<file path="config.mk">
export PLATFORM = sky130hd
export DESIGN_NAME = frame_tick_sequencer
export DESIGN_NICKNAME = d
export VERILOG_FILES = /design/src/rtl/frame_fsm_pkg.sv /design/src/rtl/phase_timer.sv /design/src/rtl/frame_tick_sequencer.sv
export SDC_FILE = /design/constraint.sdc
export NUM_CORES = 1
export LEC_CHECK = 0
export CAP_MARGIN = 10
export CORE_MARGIN = 3
export CORE_UTILIZATION = 35
export DETAILED_ROUTE_END_ITERATION = 6
export PLACE_DENSITY = 0.65
export SLEW_MARGIN = 20
export SYNTH_ARGS = -nofsm -noshare
export SYNTH_HDL_FRONTEND = slang
export SYNTH_SLANG_ARGS = --single-unit
</file>
<file path="constraint.sdc">
create_clock -name clk -period 2.1 [get_ports clk]
set_input_delay 0.42 -clock clk [delete_from_list [all_inputs] [get_ports clk]]
set_output_delay 0.42 -clock clk [all_outputs]
set_load 0.005 [all_outputs]
</file>
<file path="src/rtl/frame_fsm_pkg.sv">
// Shared encodings for the 5-state frame FSM and the tick lines that drive it.
package frame_fsm_pkg;

   localparam int ST_W = 3;

   localparam logic [ST_W-1:0] ST_IDLE   = 3'd0;
   localparam logic [ST_W-1:0] ST_CRC    = 3'd1;
   localparam logic [ST_W-1:0] ST_WRITE  = 3'd2;
   localparam logic [ST_W-1:0] ST_DECIDE = 3'd3;
   localparam logic [ST_W-1:0] ST_SEND   = 3'd4;

   localparam int N_TICKS = 6;

   typedef enum logic [2:0] {
      TK_START = 3'd0,
      TK_CRC   = 3'd1,
      TK_WRITE = 3'd2,
      TK_NEXT  = 3'd3,
      TK_IDLE  = 3'd4,
      TK_SEND  = 3'd5,
      TK_NONE  = 3'd6
   } tick_e;

endpackage

</file>
<file path="src/rtl/phase_timer.sv">
// Saturating cycle counter with synchronous clear; hit_o flags the cycle whose
// increment lands exactly on MAX, so it fires once per phase.
module phase_timer #(
   parameter int W   = 10,
   parameter int MAX = 1023
) (
   input  logic clk,
   input  logic rst,
   input  logic clr_i,
   input  logic en_i,
   output logic hit_o
);

   logic [W-1:0] cnt_q, cnt_d;

   always_comb begin
      cnt_d = cnt_q;
      hit_o = 1'b0;
      if (clr_i) begin
         cnt_d = '0;
      end else if (en_i && (cnt_q != W'(MAX))) begin
         cnt_d = cnt_q + W'(1);
         hit_o = (cnt_d == W'(MAX));
      end
   end

   always_ff @(posedge clk or posedge rst) begin
      if (rst) cnt_q <= '0;
      else     cnt_q <= cnt_d;
   end

endmodule

</file>
<file path="src/rtl/frame_tick_sequencer.sv">
// Turns requests and datapath status into registered single-cycle ticks for the
// frame FSM, counts frames per burst and watches for stalled phases.
module frame_tick_sequencer
   import frame_fsm_pkg::*;
#(
   parameter int NBR_FRAMES = 4,
   parameter int CNT_W      = 4,
   parameter int TIMEOUT    = 1023,
   parameter int TO_W       = 10
) (
   input  logic             clk,
   input  logic             rst,
   input  logic [2:0]       state_reg,
   input  logic             start_req,
   input  logic             send_req,
   input  logic             crc_done,
   input  logic             wr_ack,
   input  logic             send_done,
   output logic             tick_START,
   output logic             tick_CRC,
   output logic             tick_WRITE,
   output logic             tick_NEXT,
   output logic             tick_IDLE,
   output logic             tick_SEND,
   output logic [CNT_W-1:0] frame_cnt,
   output logic             busy,
   output logic             req_dropped,
   output logic             err_timeout
);

   logic [N_TICKS-1:0] tick_q, tick_d;
   logic [CNT_W-1:0]   frame_cnt_q, frame_cnt_d;
   logic [ST_W-1:0]    rec_state_q, rec_state_d;
   logic [ST_W-1:0]    prev_state_q;
   logic               armed_q, armed_d, armed_now;
   logic               busy_q, drop_q, drop_d, err_q, err_d;
   logic               start_q, send_q;
   logic               to_clr, to_hit;
   tick_e              sel;

   // Timer restarts on every state change and idles outside the timed states.
   assign to_clr = (state_reg == ST_IDLE) || (state_reg > ST_SEND) ||
                   (state_reg != prev_state_q);

   phase_timer #(
      .W   (TO_W),
      .MAX (TIMEOUT)
   ) u_timer (
      .clk   (clk),
      .rst   (rst),
      .clr_i (to_clr),
      .en_i  (1'b1),
      .hit_o (to_hit)
   );

   always_comb begin
      sel         = TK_NONE;
      tick_d      = '0;
      drop_d      = 1'b0;
      err_d       = err_q;
      frame_cnt_d = frame_cnt_q;
      armed_now   = armed_q || (state_reg != rec_state_q);

      if (armed_now) begin
         case (state_reg)
            ST_IDLE: begin
               if (start_req) begin
                  sel         = TK_START;
                  frame_cnt_d = '0;
                  drop_d      = send_req;
               end else if (send_req) begin
                  sel = TK_SEND;
               end
            end
            ST_CRC:   if (crc_done) sel = TK_CRC;
            ST_WRITE: begin
               if (wr_ack) begin
                  sel = TK_WRITE;
                  if (frame_cnt_q != '1) frame_cnt_d = frame_cnt_q + CNT_W'(1);
               end
            end
            ST_DECIDE: begin
               if (to_hit || (frame_cnt_q >= CNT_W'(NBR_FRAMES))) sel = TK_IDLE;
               else                                               sel = TK_NEXT;
            end
            ST_SEND:  if (send_done || to_hit) sel = TK_IDLE;
            default:  sel = TK_NONE;
         endcase
      end

      if ((state_reg != ST_IDLE) &&
          ((start_req && !start_q) || (send_req && !send_q))) drop_d = 1'b1;

      if (to_hit) err_d = 1'b1;
      if ((sel == TK_START) || (sel == TK_SEND)) err_d = 1'b0;

      if (sel != TK_NONE) begin
         tick_d[sel] = 1'b1;
         armed_d     = 1'b0;
         rec_state_d = state_reg;
      end else begin
         armed_d     = armed_now;
         rec_state_d = rec_state_q;
      end
   end

   always_ff @(posedge clk or posedge rst) begin
      if (rst) begin
         tick_q       <= '0;
         frame_cnt_q  <= '0;
         rec_state_q  <= ST_IDLE;
         prev_state_q <= ST_IDLE;
         armed_q      <= 1'b1;
         busy_q       <= 1'b0;
         drop_q       <= 1'b0;
         err_q        <= 1'b0;
         start_q      <= 1'b0;
         send_q       <= 1'b0;
      end else begin
         tick_q       <= tick_d;
         frame_cnt_q  <= frame_cnt_d;
         rec_state_q  <= rec_state_d;
         prev_state_q <= state_reg;
         armed_q      <= armed_d;
         busy_q       <= (state_reg != ST_IDLE);
         drop_q       <= drop_d;
         err_q        <= err_d;
         start_q      <= start_req;
         send_q       <= send_req;
      end
   end

   assign tick_START  = tick_q[TK_START];
   assign tick_CRC    = tick_q[TK_CRC];
   assign tick_WRITE  = tick_q[TK_WRITE];
   assign tick_NEXT   = tick_q[TK_NEXT];
   assign tick_IDLE   = tick_q[TK_IDLE];
   assign tick_SEND   = tick_q[TK_SEND];
   assign frame_cnt   = frame_cnt_q;
   assign busy        = busy_q;
   assign req_dropped = drop_q;
   assign err_timeout = err_q;

endmodule

</file>
# ---- Word level (Yosys, flattened, before mapping)
# Index checks and enable logic that the tools add are counted.
dict set report totals {
  out_inout_bits 13
  elab_cells 77
  in_bits 10
  reg_bits 32
}
dict set report classes {
  addsub 2
  order_cmp 4
  reduce_logical 20
  eq_ne 14
  n_mux 26
}
# cell count
set op_table {}
lappend op_table {{two-way mux 10 bit} 2}
lappend op_table {{two-way mux 3 bit} 5}
lappend op_table {{case mux 3 bit (5 select lines)} 1}
lappend op_table {{two-way mux 4 bit} 3}
lappend op_table {{adder 10 x 1 -> 10 bit (second input constant)} 1}
lappend op_table {{== test 10 bit (second input constant)} 1}
lappend op_table {{two-way mux 1 bit} 10}
lappend op_table {{inequality test 10 bit (second input constant)} 1}
lappend op_table {{case mux 4 bit (2 select lines)} 1}
lappend op_table {{logical OR 1 bit} 7}
lappend op_table {{== test 3 x 2 -> 1 bit (second input constant)} 2}
lappend op_table {{== test 3 bit (second input constant)} 2}
lappend op_table {{logical NOT 3 bit} 2}
lappend op_table {{two-way mux 6 bit} 1}
lappend op_table {{inequality test 2 bit (second input constant)} 3}
lappend op_table {{inequality test 3 bit} 2}
lappend op_table {{nonzero test 2 bit} 3}
lappend op_table {{AND reduction 5 bit} 1}
lappend op_table {{adder 4 x 1 -> 4 bit (second input constant)} 1}
lappend op_table {{>= comparator 4 x 3 -> 1 bit (second input constant)} 1}
lappend op_table {{logical AND 1 bit} 4}
lappend op_table {{< comparator 3 x 4 -> 1 bit (second input constant)} 1}
lappend op_table {{two-way mux 2 bit} 2}
lappend op_table {{inequality test 4 bit (second input constant)} 1}
lappend op_table {{other kinds (7)} 8}

# ---- Depth between registers and ports, before layout
# Gate-level depths: netlist of run 1.
dict set report logic_depth {
  ltp_word 13
  depth_mapped 10
  depth_no_buf 9
}

# ---- Hierarchy
# Synthesis of run 1 repeated with hierarchy kept, for this count alone.
dict set report hier_totals {
  hier_cells 183
  area_unflattened_um2 1873.0
}
# module area_each_um2 n_inst cells_each seq_area_each_um2
set modules_own_cells {}
lappend modules_own_cells {frame_tick_sequencer 1163.6 1 104 551.8}
lappend modules_own_cells {phase_timer 709.4 1 79 250.2}

# ---- Worst setup path after synthesis of run 1
# No wires, ideal clock.
dict set report synth_timing {
  path_kind {in2reg}
  from {input port state_reg[2]}
  to {register rec_state_q[0]}
  setup_ns 0.128
  path_slack_ns -0.536
  arrival_ns 2.508
  t_required_ns 1.972
  path_buffers 1
  path_stages 9
  path_cell_list {clkbuf_1 -> inv_1 -> ha_1 -> nand4_1 -> or4_4 -> o31ai_4 -> a21boi_2 -> nor3_4 -> mux2_1}
}
dict set report synth_between {
  elab_chain_len 9
  elab_cells_between_ends 19
  cone_classes {order compare (1); eq/ne (7); mux (5); reduce/logical (6)}
}
# element line
set synth_rtl {}
lappend synth_rtl {{start: declaration} frame_tick_sequencer.sv:13} ;# input logic [2:0] state_reg,
lappend synth_rtl {{greater-than comparator 3 bit or logical NOT 3 bit (tied branches)} {frame_tick_sequencer.sv:42, frame_tick_sequencer.sv:65}}
lappend synth_rtl {{logical OR 1 bit (2 in a row)} frame_tick_sequencer.sv:42} ;# assign to_clr = (state_reg == ST_IDLE) || (state_reg > ST_SEND) ||
lappend synth_rtl {{two-way mux 1 bit} phase_timer.sv:19} ;# if (clr_i) begin
lappend synth_rtl {{logical OR 1 bit, on equally long branches} {frame_tick_sequencer.sv:83, frame_tick_sequencer.sv:86}}
lappend synth_rtl {{two-way mux 3 bit or two-way mux 2 bit (tied branches)} {frame_tick_sequencer.sv:83, frame_tick_sequencer.sv:86}}
lappend synth_rtl {{case mux 3 bit (5 select lines)} frame_tick_sequencer.sv:65} ;# case (state_reg)
lappend synth_rtl {{two-way mux 3 bit (*)} frame_tick_sequencer.sv:64} ;# if (armed_now) begin
lappend synth_rtl {{inequality test 3 bit (*)} frame_tick_sequencer.sv:97} ;# if (sel != TK_NONE) begin
lappend synth_rtl {{end signal: assignment} frame_tick_sequencer.sv:122} ;# rec_state_q <= rec_state_d;
lappend synth_rtl {{end: declaration} frame_tick_sequencer.sv:33} ;# logic [ST_W-1:0] rec_state_q, rec_state_d;
# Mark *: on every way between the ends. The rest lies on a longest branch, timed or not.
# A chain may end at the register's enable or synchronous reset.

# ---- Worst setup path in the final report of run 1
dict set report layout_timing {
  from {register u_timer.cnt_q[0]}
  to {register rec_state_q[2]}
}
dict set report layout_between {
  elab_chain_len 9
  elab_cells_between_ends 12
  cone_classes {add/sub (1); eq/ne (3); mux (6); reduce/logical (2)}
}
# element line
set layout_rtl {}
lappend layout_rtl {{start: declaration} phase_timer.sv:14} ;# logic [W-1:0] cnt_q, cnt_d;
lappend layout_rtl {{start signal: assignment} phase_timer.sv:29} ;# else cnt_q <= cnt_d;
lappend layout_rtl {{adder 10 x 1 -> 10 bit} phase_timer.sv:22} ;# cnt_d = cnt_q + W'(1);
lappend layout_rtl {{== test 10 bit} phase_timer.sv:23} ;# hit_o = (cnt_d == W'(MAX));
lappend layout_rtl {{two-way mux 1 bit (*)} phase_timer.sv:21} ;# end else if (en_i && (cnt_q != W'(MAX))) begin
lappend layout_rtl {{two-way mux 1 bit (*)} phase_timer.sv:19}
lappend layout_rtl {{logical OR 1 bit, on equally long branches} {frame_tick_sequencer.sv:83, frame_tick_sequencer.sv:86}}
lappend layout_rtl {{two-way mux 3 bit or two-way mux 2 bit (tied branches)} {frame_tick_sequencer.sv:83, frame_tick_sequencer.sv:86}}
lappend layout_rtl {{case mux 3 bit (5 select lines) (*)} frame_tick_sequencer.sv:65}
lappend layout_rtl {{two-way mux 3 bit (*)} frame_tick_sequencer.sv:64}
lappend layout_rtl {{inequality test 3 bit (*)} frame_tick_sequencer.sv:97}
# Marked as above.

==> flow_metrics.py, run 1 <==
metrics = {
    "outcome": {
        "status": "finished with violations",
        "violations": "setup timing",
    },
    "synth": {
        "ys_seq_area_frac": 0.484,
        "synthTopCellsByArea": "dfrtp_1, xnor2_1, nor2_1, ha_1, a21oi_1",
        "yosys_register_bits": 32,
        "yosysWarnings": 0,
        "netlist_instances": 168,
        "async_flop_share": 1.00,
        "avgSynthCellArea_um2": 9.86,
        "synth_fp_nets": 183,
        "synth_top_cell_by_area": "dfrtp_1",
        "synth_top_area_frac": 0.468,
        "syn_area_mm2": 0.00166,
        "synth_edf_count": 0,
        "synthFlopType": "dfrtp_1",
        "ys_types": 43,
    },
    "timing": {
        "drv_slew": 0,
        "worst_slack_ns": -0.248,
        "hold_viol": 0,
        "period_minus_slack_ns": 2.35,
        "slew_headroom": 0.716,
        "worst_pin_slew_ns": 0.422,
        "setup_viol": 10,
        "fmax_mhz": 426,
        "rsz0062_at_grt": "yes",
        "fin_crit_sh": 1.12,
        "finClkSkew_ns": 0.00606,
    },
    "global_route": {
        "grt_pass1_wl_um": 6290,
        "grt_pass1_vias": 1306,
        "antenna_found_initial": 0,
        "grt_usage": 0.151,
        "grt_max_degree": 33,
        "overflow": 0,
    },
    "cts": {
        "cts_sinks": 32,
        "cts_buffers": 5,
        "clock_latency_ns": 0.29,
        "htree_num_levels": 2,
        "cts_tree": "built",
        "clk_pin_slew_ns": 0.07,
        "cts_root_buffer": "clkbuf_8",
        "clockBufferDepth": 2,
    },
    "worst_setup_path": {
        "arrival_ns": 2.52,
        "required_ns": 2.27,
        "worstPathCellList": "ha_4, xnor2_1, or4_4, nor3_4, a21oi_4, nor3_4, mux2_4",
        "cp_common_cell": "nor3_4",
        "reg2reg_slack_ns": -0.25,
        "crit_path_end_kind": "register",
        "worstSetupPathType": "register to register",
        "critical_path.max_stage_delay_ns": 0.57,
        "ff2ff_path_depth": 7,
        "r2r-start": "u_timer.cnt_q[0]$_DFFE_PP0P_",
        "worstReg2RegEnd": "rec_state_q[2]$_DFFE_PP0P_",
        "startpoint_type": "register",
        "cpMaxStageDelayCell": "or4_4",
        "crit_path_max_fanout": 3,
    },
    "worst_hold_path": {
        "hold_path_class": "input pin to register",
        "holdCritStartpoint": "state_reg[1]",
        "hold_depth": 2,
        "holdPathEnd": "prev_state_q[1]$_DFF_PP0_",
    },
    "floorplanning": {
        "dieArea_mm2": 0.00559,
        "fp.coreArea_mm2": 0.00447,
        "die_h_um": 74.8,
        "initial_core_util": 0.370,
        "rows": 24,
        "fp.dieW_um": 74.8,
        "ios": 23,
    },
    "detailed_routing": {
        "vias_per_cell": 4.90,
        "dr.pass1.iters": 4,
        "via_count": 1376,
        "remaining_drc_errors": 0,
        "ant_nets": 0,
        "routedWlPerCell_um": 12.6,
        "finalWirelength_um": 3530,
        "drt_iter0_markers": 77,
    },
    "cells_and_area": {
        "num_antenna_cells": 0,
        "syn2layout_area_growth_pct": 50.8,
        "final_nets": 243,
        "fin_util": 0.558,
        "final_cells": 281,
        "drive_above_1_share": 0.358,
    },
    "placed_design": {
        "hpwl_um": 2560,
        "gp_congestion": 0.771,
        "post-place-cells": 271,
        "post-place-ws_ns": -0.862,
        "port_buffers": 22,
    },
    "job": {
        "drv_cap": 0,
    },
    "power_and_ir_drop": {
        "peakVddDrop_mv": 0.274,
        "powerDensity_mw_per_mm2": 661,
        "p_leak_uw": 0.00107,
    },
}
==> through the flow <==
stage / power, µW / setup TNS [ns] / hold slack [ns] / area (µm²)
5_1_grt: 1740 / -2.57 / 0.403 / 2500
3_5_place_dp: 985 / -10.50 / 0.519 / 2230
4_1_cts: 1660 / -1.10 / 0.399 / 2430
2_1_floorplan: 866 / -0.907 / 0.451 / 1750
6_report: 1650 / -1.38 / 0.411 / 2500
3_3_place_gp: 980 / -9.86 / 0.519 / 2230
==> sequential cells by signal, summed over array words and instances, names as in the netlist <==
signal / count
send_q: 1
u_timer.cnt_q: 10
err_timeout: 1
frame_cnt: 4
armed_q: 1
tick_q: 6
rec_state_q: 3
busy: 1
prev_state_q: 3
req_dropped: 1
start_q: 1
==> how the worst max path moves through the flow <==
stage / start / end / slack (ns) / cells past startpoint
2_1_floorplan: state_reg[2] / rec_state_q[0]$_DFFE_PP0P_ / -0.29 / 9
3_3_place_gp: state_reg[2] / rec_state_q[0]$_DFFE_PP0P_ / -0.81 / 9
3_5_place_dp: state_reg[2] / rec_state_q[0]$_DFFE_PP0P_ / -0.86 / 9
4_1_cts: u_timer.cnt_q[0]$_DFFE_PP0P_ / rec_state_q[1]$_DFFE_PP0P_ / -0.22 / 7
5_1_grt: u_timer.cnt_q[1]$_DFFE_PP0P_ / rec_state_q[1]$_DFFE_PP0P_ / -0.33 / 8
6_report: u_timer.cnt_q[0]$_DFFE_PP0P_ / rec_state_q[2]$_DFFE_PP0P_ / -0.25 / 7
==> synthesized netlist by cell type (3+ instances only) <==
cell,instances
xor2_1,4
ha_1,5
nor3_1,4
mux2_1,3
inv_1,12
clkbuf_1,4
nand2b_1,5
nand2_1,8
nor2_1,23
a21oi_1,11
dfrtp_1,31
xnor2_1,10
o21ai_0,5
nand4_1,3
nand3_1,9
==> routing by layer <==
layer / part of all wire / track usage
met3: 0.029 / 0.0280
met1: 0.49 / 0.209
met5: 0 / 0
met2: 0.46 / 0.223
met4: 0.019 / 0.0830
==> power by group <==
group	switching, µW	internal [µW]	total (µW)
Combinational	136	181	317
Clock	228	418	647
Sequential	24.3	663	687
Total	389	1260	1650
==> what timing repair did <==
item	CTS	global route
buffers inserted	1	2
gates resized for setup	27	12
hold buffers	0	0
endpoints found under the setup margin	15	14
pin swaps	8	4
==> cells in the final DEF (no fill, tap or decap), types with 3 or more instances in the layout <==
| cell | netlist | layout |
|---|---|---|
| ha_4 | 0 | 3 |
| nand2b_1 | 5 | 4 |
| a21oi_1 | 11 | 9 |
| buf_6 | 0 | 3 |
| nand4_1 | 3 | 3 |
| inv_1 | 12 | 10 |
| nor2_1 | 23 | 20 |
| nand2_1 | 8 | 8 |
| nand3_1 | 9 | 7 |
| nor3_1 | 4 | 4 |
| buf_4 | 0 | 34 |
| o21ai_0 | 5 | 5 |
| dfrtp_1 | 31 | 30 |
| clkbuf_8 | 0 | 7 |
| xor2_1 | 4 | 3 |
| mux2_4 | 0 | 3 |
| buf_2 | 2 | 3 |
| xnor2_1 | 10 | 8 |
| clkdlybuf4s50_1 | 0 | 19 |
==> final cells by class <==
class                   count  area [µm²]
fillers                   387        1980
multi-input cells         118         958
flip-flops and latches     32         803
repair buffers             59         494
clock buffers               7        96.3
well taps                  52        65.1
inverters                  12        50.0
clock inverters             1        30.0
==> critical path: cells and delay by family, from the launching register on <==
kind,cells,cell delay (ns)
simple gates,3,1.06
flops,1,0.44
mux,1,0.32
fa+ha+maj,1,0.18
xor+xnor,1,0.14
compound gates,1,0.09
==> kinds of logic (layout without fill, tap and decap cells) <==
logic type	Yosys count	count (layout)	share of synthesized area
xor+xnor	14	14	0.0740
fa+ha+maj	5	5	0.0378
mux	5	5	0.0332
simple gates	64	64	0.201
buf+inv	18	79	0.0423
compound gates	30	30	0.128
flops	32	32	0.484
(Power assumes the default switching activity.)
==> inputs of run 2 (changes only) <==
--- a/config.mk
+++ b/config.mk
@@ -7,3 +7,3 @@
 export LEC_CHECK = 0
-export CAP_MARGIN = 10
+export CAP_MARGIN = 20
 export CORE_MARGIN = 3
--- a/constraint.sdc
+++ b/constraint.sdc
@@ -3,2 +3,2 @@
 set_output_delay 0.42 -clock clk [all_outputs]
-set_load 0.005 [all_outputs]
+set_load 0.1 [all_outputs]
==> run 2 against run 1 <==
Effect of this change: the run still ends with setup timing left; hold slack worse by 0.089 ns; sequential cell count stayed put; register-to-register slack worse by 0.13 ns; worst setup slack worse by 0.13 ns; sequential power hardly changed; utilization is 0.89 points lower; via count is 4.5% higher; first-iteration DRC count is 12% lower; critical endpoint is now rec_state_q[0]$_DFFE_PP0P_.
==> flow_metrics.py, run 2 (synthesis gave the netlist of run 1 again) <==
metrics = {
    "cells_and_area": {
        "regMostFlops": "u_timer.cnt_q",
        "most-common-layout-cells": "buf_4, dfrtp_1, nor2_1",
        "num_antenna_cells": 0,
        "fin_util": 0.549,
        "layout_commonest_cell": "buf_4",
        "final_nets": 248,
        "largest_reg_flops": 10,
        "filler_cell_count": 384,
        "drive_above_1_share": 0.436,
        "syn2layout_area_growth_pct": 48.3,
    },
    "cts": {
        "cts_sinks": 32,
        "cts_root_buffer": "clkbuf_8",
        "clock_latency_ns": 0.28,
        "clockBufferDepth": 2,
        "htree_num_levels": 2,
        "cts_buffers": 5,
        "cts_tree": "built",
        "clk_pin_slew_ns": 0.06,
    },
    "timing": {
        "period_minus_slack_ns": 2.48,
        "worst_pin_slew_ns": 0.430,
        "fin_crit_sh": 1.18,
        "slew_headroom": 0.712,
        "finClkSkew_ns": 0.00559,
        "worst_slack_ns": -0.376,
        "hold_viol": 0,
        "finalSetupTns_ns": -2.50,
        "drv_slew": 0,
        "fmax_mhz": 404,
        "rsz0062_at_grt": "yes",
        "setup_viol": 11,
    },
    "worst_setup_path": {
        "worstSetupPathType": "register to register",
        "worstReg2RegEnd": "rec_state_q[0]$_DFFE_PP0P_",
        "ff2ff_path_depth": 8,
        "crit_path_max_fanout": 4,
        "r2r-start": "u_timer.cnt_q[0]$_DFFE_PP0P_",
        "reg2reg_slack_ns": -0.38,
        "startpoint_type": "register",
        "required_ns": 2.27,
        "crit_path_end_kind": "register",
        "arrival_ns": 2.64,
    },
    "detailed_routing": {
        "drt_iter0_markers": 68,
        "routedWlPerCell_um": 12.8,
        "vias_per_cell": 5.03,
        "dr.pass1.iters": 5,
        "finalWirelength_um": 3670,
        "ant_nets": 0,
        "via_count": 1438,
        "m1WireLength_um": 1740,
        "dr_wl_met2_um": 1690,
        "highest-signal-layer": "met4",
        "remaining_drc_errors": 0,
        "dr_wl_met3_um": 158,
    },
    "placed_design": {
        "gp_congestion": 0.808,
        "hpwl_um": 2650,
        "port_buffers": 22,
    },
    "outcome": {
        "violations": "setup timing",
        "status": "finished with violations",
    },
    "power_and_ir_drop": {
        "peakVddDrop_mv": 0.464,
        "powerDensity_mw_per_mm2": 659,
        "p_leak_uw": 0.00110,
    },
    "global_route": {
        "grt_pass1_wl_um": 6520,
        "antenna_found_initial": 0,
        "grt_max_degree": 33,
        "grt_pass1_vias": 1424,
        "overflow": 0,
        "grt_usage": 0.156,
    },
    "floorplanning": {
        "die_h_um": 74.8,
        "initial_core_util": 0.370,
        "rows": 24,
        "ios": 23,
        "fp.coreArea_mm2": 0.00447,
        "fp.dieW_um": 74.8,
        "dieArea_mm2": 0.00559,
    },
    "worst_hold_path": {
        "holdCritStartpoint": "state_reg[1]",
        "hold_path_class": "input pin to register",
        "holdPathEnd": "prev_state_q[1]$_DFF_PP0_",
        "hold_depth": 1,
    },
    "job": {
        "drv_cap": 0,
    },
}
==> run 2: changes by cell type in the layout (fill, tap and decap cells not counted), moves of 2 or more <==
| cell | change |
|---|---|
| buf_2 | -3 |
| dfrtp_1 | -3 |
| clkdlybuf4s50_1 | -13 |
| clkbuf_1 | +2 |
| clkbuf_2 | +3 |
| buf_4 | +17 |
| dfrtp_2 | +3 |
==> run 2: routing by layer <==
layer  GRT usage  vias up
li1            -      714
met2       0.249       36
met1       0.201      678
met4      0.0573        0
met5           0        -
met3      0.0454       10
==> run 2: timing repair <==
item | CTS | global route
gates cloned | 0 | 0
setup endpoints to repair | 15 | 15
pin swaps | 7 | 4
setup buffers | 3 | 2
hold buffers | 0 | 0
resized for setup | 14 | 22
endpoints found under the hold margin | 0 | 0
==> run 2: critical path, stage by stage, from the launching register on <==
cell,delay [ns]
dfrtp_2,0.44
ha_4,0.18
buf_6,0.12
xnor2_4,0.13
or4_4,0.58
nor3_4,0.19
a21oi_4,0.09
nor3_4,0.30
mux2_4,0.33
==> run 2: per-stage QoR <==
stage	area (µm²)	worst slack, ns	power [µW]	hold WS [ns]	cells
floorplan	1750	-0.290	992	0.451	168
finish	2460	-0.376	1620	0.322	286
detailed placement	2220	-0.905	1110	0.522	274
global placement	2220	-0.820	1100	0.515	274
CTS	2380	-0.354	1620	0.498	284
global route	2460	-0.452	1710	0.331	286
==> run 2: worst max-delay path by stage <==
| stage | startpoint | to | slack [ns] | cells past startpoint |
|---|---|---|---|---|
| after floorplan | state_reg[2] | rec_state_q[0]$_DFFE_PP0P_ | -0.29 | 9 |
| after global placement | state_reg[1] | rec_state_q[0]$_DFFE_PP0P_ | -0.82 | 9 |
| after detailed placement | state_reg[1] | rec_state_q[0]$_DFFE_PP0P_ | -0.91 | 9 |
| after CTS | u_timer.cnt_q[0]$_DFFE_PP0P_ | rec_state_q[0]$_DFFE_PP0P_ | -0.35 | 8 |
| after global routing | u_timer.cnt_q[0]$_DFFE_PP0P_ | rec_state_q[0]$_DFFE_PP0P_ | -0.45 | 8 |
| final | u_timer.cnt_q[0]$_DFFE_PP0P_ | rec_state_q[0]$_DFFE_PP0P_ | -0.38 | 8 |
==> run 2: where the power goes <==
part           internal, µW  switching (µW)
logic                   182             267
clock network           267             214
registers               664            25.2
total                  1110             506
==> run 2: cell type report <==
type / count / area [µm²] / area share
sequential: 32 / 807 / 0.328
inverter: 12 / 47.5 / 0.0193
tap: 52 / 65.1 / 0.0265
multi-input combinational: 118 / 945 / 0.384
timing repair buffer: 64 / 503 / 0.205
clock buffer: 8 / 90.1 / 0.0367
